==> config.mk <==
export PLATFORM = sky130hd
export DESIGN_NAME = sc_statemachine_lanes
export DESIGN_NICKNAME = d
export VERILOG_FILES = /design/src/rtl/sc_statemachine_lanes.sv
export SDC_FILE = /design/constraint.sdc
export NUM_CORES = 1
export LEC_CHECK = 0
export BUFFER_PORTS_ARGS = -buffer_cell sky130_fd_sc_hd__buf_2
export CORE_UTILIZATION = 54
export DETAILED_ROUTE_END_ITERATION = 8
export HOLD_SLACK_MARGIN = 0.05
export PLACE_DENSITY = 0.88
export SYNTH_ARGS = -nofsm -noshare
export SYNTH_HDL_FRONTEND = slang
export SYNTH_SLANG_ARGS = --single-unit
==> constraint.sdc <==
create_clock -name SC_STATEMACHINEBACKG_CLOCK_50 -period 2.89 [get_ports SC_STATEMACHINEBACKG_CLOCK_50]
set_input_delay 0.578 -clock SC_STATEMACHINEBACKG_CLOCK_50 [delete_from_list [all_inputs] [get_ports SC_STATEMACHINEBACKG_CLOCK_50]]
set_output_delay 0.578 -clock SC_STATEMACHINEBACKG_CLOCK_50 [all_outputs]
set_load 0.01 [all_outputs]
==> src/rtl/sc_statemachine_lanes.sv <==
// Multi-lane background scheduler: start/pause FSM, per-lane period timers and a
// round-robin arbiter issuing at most one registered shift command per clock.
module sc_statemachine_lanes #(
  parameter int unsigned LANES  = 4,
  parameter int unsigned LANE_W = 2,
  parameter int unsigned CNT_W  = 8
) (
  input  logic                     SC_STATEMACHINEBACKG_CLOCK_50,
  input  logic                     SC_STATEMACHINEBACKG_RESET_InHigh,
  input  logic                     startButton_InLow,
  input  logic                     pause_InHigh,
  input  logic [LANES*CNT_W-1:0]   period_In,
  input  logic [LANES-1:0]         dir_In,
  output logic                     clear_OutLow,
  output logic                     shift_Out,
  output logic [LANE_W-1:0]        shiftLane_Out,
  output logic [1:0]               shiftselection_Out,
  output logic                     running_Out,
  output logic [LANES-1:0]         missed_Out
);

  typedef enum logic [2:0] {
    S_RESET = 3'd0,
    S_START = 3'd1,
    S_IDLE  = 3'd2,
    S_INIT  = 3'd3,
    S_HOLD  = 3'd4,
    S_RUN   = 3'd5,
    S_PAUSE = 3'd6
  } state_t;

  state_t                        state;
  logic [LANES-1:0][CNT_W-1:0]   counter;
  logic [LANES-1:0]              pending;
  logic [LANES-1:0]              expire;
  logic [LANE_W-1:0]             ptr;
  logic [LANE_W-1:0]             grant_idx;
  logic [LANE_W-1:0]             lane_idx;
  logic                          grant_valid;

  assign clear_OutLow = (state != S_RESET) && (state != S_INIT);
  assign running_Out  = (state == S_RUN) || (state == S_PAUSE);

  // Search starts just after the last granted lane and wraps modulo LANES.
  always_comb begin
    grant_valid = 1'b0;
    grant_idx   = '0;
    lane_idx    = '0;
    for (int unsigned k = 1; k <= LANES; k++) begin
      lane_idx = LANE_W'((32'(ptr) + k) % LANES);
      if (!grant_valid && pending[lane_idx]) begin
        grant_valid = 1'b1;
        grant_idx   = lane_idx;
      end
    end
  end

  always_comb begin
    expire = '0;
    for (int unsigned i = 0; i < LANES; i++) begin
      expire[i] = (period_In[i*CNT_W +: CNT_W] != '0) && (counter[i] == CNT_W'(1));
    end
  end

  always_ff @(posedge SC_STATEMACHINEBACKG_CLOCK_50 or posedge SC_STATEMACHINEBACKG_RESET_InHigh) begin
    if (SC_STATEMACHINEBACKG_RESET_InHigh) begin
      state              <= S_RESET;
      counter            <= '0;
      pending            <= '0;
      missed_Out         <= '0;
      ptr                <= LANE_W'(LANES - 1);
      shift_Out          <= 1'b0;
      shiftLane_Out      <= '0;
      shiftselection_Out <= 2'b11;
    end else begin
      shift_Out          <= 1'b0;
      shiftselection_Out <= 2'b11;
      case (state)
        S_RESET: state <= S_START;
        S_START: state <= S_IDLE;
        S_IDLE:  if (!startButton_InLow) state <= S_INIT;
        S_INIT: begin
          for (int unsigned i = 0; i < LANES; i++) begin
            counter[i] <= period_In[i*CNT_W +: CNT_W];
          end
          pending    <= '0;
          missed_Out <= '0;
          ptr        <= LANE_W'(LANES - 1);
          state      <= S_HOLD;
        end
        S_HOLD:  if (startButton_InLow) state <= S_RUN;
        S_RUN: begin
          if (!startButton_InLow) begin
            state <= S_INIT;
          end else begin
            if (pause_InHigh) state <= S_PAUSE;
            // A lane expiring while granted keeps its pending bit: the new request replaces the served one.
            for (int unsigned i = 0; i < LANES; i++) begin
              if (period_In[i*CNT_W +: CNT_W] == '0) begin
                counter[i] <= '0;
              end else if (counter[i] <= CNT_W'(1)) begin
                counter[i] <= period_In[i*CNT_W +: CNT_W];
              end else begin
                counter[i] <= counter[i] - CNT_W'(1);
              end
              if (expire[i]) begin
                pending[i] <= 1'b1;
                if (pending[i] && !(grant_valid && grant_idx == LANE_W'(i))) missed_Out[i] <= 1'b1;
              end else if (grant_valid && grant_idx == LANE_W'(i)) begin
                pending[i] <= 1'b0;
              end
            end
            if (grant_valid) begin
              shift_Out          <= 1'b1;
              shiftLane_Out      <= grant_idx;
              shiftselection_Out <= dir_In[grant_idx] ? 2'b01 : 2'b10;
              ptr                <= grant_idx;
            end
          end
        end
        S_PAUSE: begin
          if (!startButton_InLow) state <= S_INIT;
          else if (!pause_InHigh) state <= S_RUN;
        end
        default: state <= S_IDLE;
      endcase
    end
  end

endmodule

# Word level (Yosys, flattened, before mapping)
# Cells that the tools add are included.
# word_totals
regBits	50
inputBits	40
output_inout_bits	11
# classes
magnitude_cmp	9
n_eq_ne	31
reduce_logical	48
mux	65
n_addsub	8
# op_table
op	count
8-bit two-way mux	8
32-bit one-hot mux with 2 select lines	1
8-bit by 1-bit == test with 1-bit output, second input constant	4
8-bit by 1-bit less-or-equal comparator with 1-bit output, second input constant	4
8-bit logical NOT	4
32-bit two-way mux	1
8-bit nonzero test	4
8-bit by 1-bit subtractor with 8-bit output, second input constant	4
1-bit two-way mux	28
2-bit two-way mux	10
4-bit AND reduction	5
3-bit two-way mux	6
3-bit one-hot mux with 6 select lines	1
3-bit AND reduction	6
1-bit logical AND	16
2-bit inequality test, second input constant	8
4-bit one-hot mux with 2 select lines	2
2-bit by 3-bit less-than comparator with 1-bit output, second input constant	5
3-bit by 2-bit inequality test with 1-bit output, second input constant	5
1-bit binary-select mux with 2-bit select	5
3-bit == test, second input constant	3
4-bit two-way mux	2
2-bit by 1-bit inequality test with 1-bit output, second input constant	4
1-bit logical NOT	7
other kinds (13)	18

# Longest topological paths before layout
# depth
ltp_word	21
mapped_depth	8
depth_no_buf	7

# Worst setup path before layout
# OpenSTA, ideal clock, no wires.
# synth_path
kind	input port to flip-flop
start	in startButton_InLow
end	reg counter[2] in the netlist's numbering
path_stages	7
setup_slack_ns	0.956
path_buffers	3
t_arrival_ns	1.795
setup_time_ns	0.139
required_time_ns	2.751
cell_sequence	clkbuf_1 > and3b_1 > o21a_1 > buf_2 > clkbuf_1 > o31ai_1 > o2bb2ai_1
# synth_between
elab_chain_cells	2
# synth_lines
item	line_no	text
from (decl)	10	input logic startButton_InLow,
2-bit inequality test (no source line)	n/a	
2-bit AND reduction (no source line)	n/a	
to (signal, indexed assignment)	84	counter[i] <= period_In[i*CNT_W +: CNT_W];
to (signal, indexed assignment)	102	counter[i] <= period_In[i*CNT_W +: CNT_W];
to (signal, indexed assignment)	104	counter[i] <= counter[i] - CNT_W'(1);
to (decl)	33	logic [LANES-1:0][CNT_W-1:0] counter;
# No other way between the ends.
# A chain may end at the register's enable or synchronous reset.

# Worst setup path in the final report
# layout_path
start	reg state[1]
end	reg counter[26] in the netlist's numbering
# layout_between
elab_chain_cells	3
# layout_lines
item	line_no	text
from (decl)	32	state_t state;
from (signal assigned)	67	state <= S_RESET;
from (signal assigned)	79	S_RESET: state <= S_START;
from (signal assigned)	80	S_START: state <= S_IDLE;
3-bit == test or 3-bit by 2-bit == test with 1-bit output (tied branches)	78	case (state)
2-bit inequality test (no source line) or 2-bit nonzero test (tied branches)	n/a	
2-bit AND reduction (no source line)	n/a	
# Several ways; a longest one is shown, not always the timed one.

==> results.py <==
metrics = {
    "clock_network": {
        "cts_setup_buffers": 0,
        "numClockSinks": 50,
        "ctsResizeCount": 0,
        "cts_hold_buffers": 0,
        "cts-root-buf": "clkbuf_8",
        "clk_path_buf_depth": 2,
        "tritoncts": "done",
        "cts_made_buffers": 5,
        "clock_latency_ns": 0.31,
        "cts.clk_slew.worst_paths_ns": 0.10,
        "cts_max_level": 2,
    },
    "setup_path": {
        "critPathKind": "reg2reg",
        "cp_max_fo": 13,
        "cp_top_family": "compound AO/OA/AOI/OAI gates",
        "slowest_stage": "dfrtp_1",
        "critPathArrivalTime_ns": 2.52,
        "worst_setup_path_end_kind": "flop",
        "critPathMaxStageDelay_ns": 0.56,
        "crit_buf_inv": 0,
        "required_ns": 3.14,
        "start_kind": "flop",
        "crit_chain": "nor2b_1, o21a_1, o21ai_1, o31ai_1, a21o_1",
    },
    "job": {
        "cap_violations": 0,
    },
    "drt": {
        "drtIter0Drc": 192,
        "vias_per_cell": 6.221,
        "first_pass_iters": 4,
        "drt-total-wl_um": 7873,
        "wire_per_inst_um": 15.53,
        "vias": 3154,
        "drc_errors": 0,
        "ant_nets": 0,
    },
    "synthesis": {
        "postSynthAreaPerCell_sq_um": 8.648,
        "syn_nets": 433,
        "yosysWarnings": 0,
        "synth.distinct_cells": 68,
        "syn-cell-area_sq_um": 3329,
        "synth_edf_count": 0,
        "yosysSeqAreaShare_pct": 37.73,
        "ys_ff_latch": 50,
        "synth_flop_cell": "dfrtp_1",
        "netlist_instances": 385,
        "synthArstFlopShare_pct": 100.0,
    },
    "sta": {
        "max_freq_ghz": 0.4398,
        "setup_violations": 0,
        "fin_setup_tns_ns": 0,
        "max-slew-margin-rel_pct": 33.16,
        "worst_pin_slew_ns": 0.9917,
        "final-hold-violation-count": 0,
        "finClkSkew_ns": 0.009597,
        "fin_crit_ns": 2.274,
        "slew_violations": 0,
        "rsz0062_at_grt": "false",
        "fin_crit_sh_pct": 78.68,
    },
    "floorplanning": {
        "design.core.area_sq_um": 5921,
        "ioPinCount": 51,
        "die_y_um": 80.52,
        "die_w_um": 80.52,
        "start_util_pct": 56.23,
        "dieArea_sq_um": 6483,
        "num_rows": 28,
    },
    "grt": {
        "grt_pass1_wl_um": 13410,
        "grtUsageTotal_pct": 26.56,
        "antenna_found_initial": 0,
        "grt_pass1_vias": 2967,
        "grt_overflow_total": 0,
        "grt_max_degree": 25,
    },
    "power": {
        "power.total_w": 0.003603,
        "p_per_area_nw_per_um2": 959.6,
        "irDropWorstVdd_mv": 0.5140,
        "leakage_nw": 1.643,
    },
    "cells_and_area": {
        "layout-drive-gt1-share_pct": 20.37,
        "area_delta_synth_final_pct": 12.78,
        "fin_nets": 479,
        "n_antenna_cell": 0,
        "most-common-layout-cells": "buf_2, dfrtp_1, nand2_1",
        "fill_cells": 490,
        "final_common_cell": "buf_2",
    },
    "run_status": {
        "status": "finished, final reports clean",
    },
    "place": {
        "dp_hpwl_um": 5901,
        "numPortBuffers": 50,
        "gp_congestion": 0.9148,
    },
    "hold_path": {
        "hp-class": "in2async",
    },
}
-- area by class of cell --
type                            count  area [sq um]  area share (%)
Timing Repair Buffer               58         310.3           8.264
Sequential cell                    50          1256           33.46
Inverter                           17         63.81           1.699
Clock inverter                      1         8.758          0.2333
Clock buffer                        7         96.34           2.566
Multi-Input combinational cell    299          1926           51.28
Tap cell                           75         93.84           2.499
-- power breakdown --
part / internal, W / total [W] / switching, W
Sequential: 0.000985 / 0.00137 / 0.000385
Clock: 0.000220 / 0.000467 / 0.000248
Combinational: 0.000736 / 0.00177 / 0.00103
Total: 0.00194 / 0.00360 / 0.00166
-- per-stage QoR --
step | util (%) | worst slack [ns] | instances | hold WS (ns) | instance area [sq um]
global route | 63.42 | 0.3469 | 507 | 0.2054 | 3755
global placement | 61.64 | 0.6977 | 499 | 0.4574 | 3650
finish | 63.42 | 0.6160 | 507 | 0.1906 | 3755
detailed placement | 61.64 | 0.6237 | 499 | 0.4677 | 3650
floorplan | - | 0.9563 | 385 | 0.4736 | 3329
CTS | 63.42 | 0.6440 | 507 | 0.1900 | 3755
-- layer usage --
layer  wire length, um  vias to the layer above  GRT usage (%)
met1              3654                     1503          35.10
li1                  -                     1536              -
met3               416                       10          3.636
met2              3697                      105          43.81
met5                 0                        -              0
met4               104                        0          10.18
-- state kept, by name (all words and copies together), names as in the netlist --
register            count
state                   3
missed_Out              4
ptr                     2
shift_Out               1
pending                 4
shiftselection_Out      2
shiftLane_Out           2
counter                32
-- cell families after synthesis --
group / after synthesis / synth area share (%)
AOI/OAI and AO/OA: 134 / 28.71
xor gates and xnor gates: 7 / 1.841
adders and majority gates: 8 / 3.007
buffers and inverters: 36 / 4.434
DFF: 50 / 37.73
muxes: 4 / 1.278
and+or+nand+nor: 146 / 23.00
-- synthesized netlist by cell type, types with 5 or more instances --
cell type	count	area, sq um
a21oi_1	35	175.2
a211oi_1	5	37.54
nor3b_1	5	37.54
inv_1	17	63.81
dfrtp_1	46	1151
nor4_1	8	50.05
nor3_1	12	60.06
o31ai_1	13	97.59
o21ai_0	15	75.07
nand3_1	6	30.03
nand2_1	36	135.1
o22ai_1	9	56.30
ha_1	8	100.1
nor2b_1	7	43.79
or4_1	5	37.54
o2bb2ai_1	6	52.55
o21ai_1	7	35.03
clkbuf_1	13	48.80
nand2b_1	5	31.28
nor2_1	33	123.9
-- final timing paths --
kind	from	end	slack [ns]	depth (start not counted)
setup / recovery	state[1]	counter[26]	0.62	5
hold / removal	SC_STATEMACHINEBACKG_RESET_InHigh	missed_Out[2]	0.19	2
setup reg to reg	state[1]	counter[26]	0.62	5
hold reg to reg	missed_Out[3]	missed_Out[3]	0.49	2
max in group asynchronous	SC_STATEMACHINEBACKG_RESET_InHigh	counter[24]	2.08	3
min in group SC_STATEMACHINEBACKG_CLOCK_50	missed_Out[3]	missed_Out[3]	0.49	2
Power figures use the tool's default switching activity.
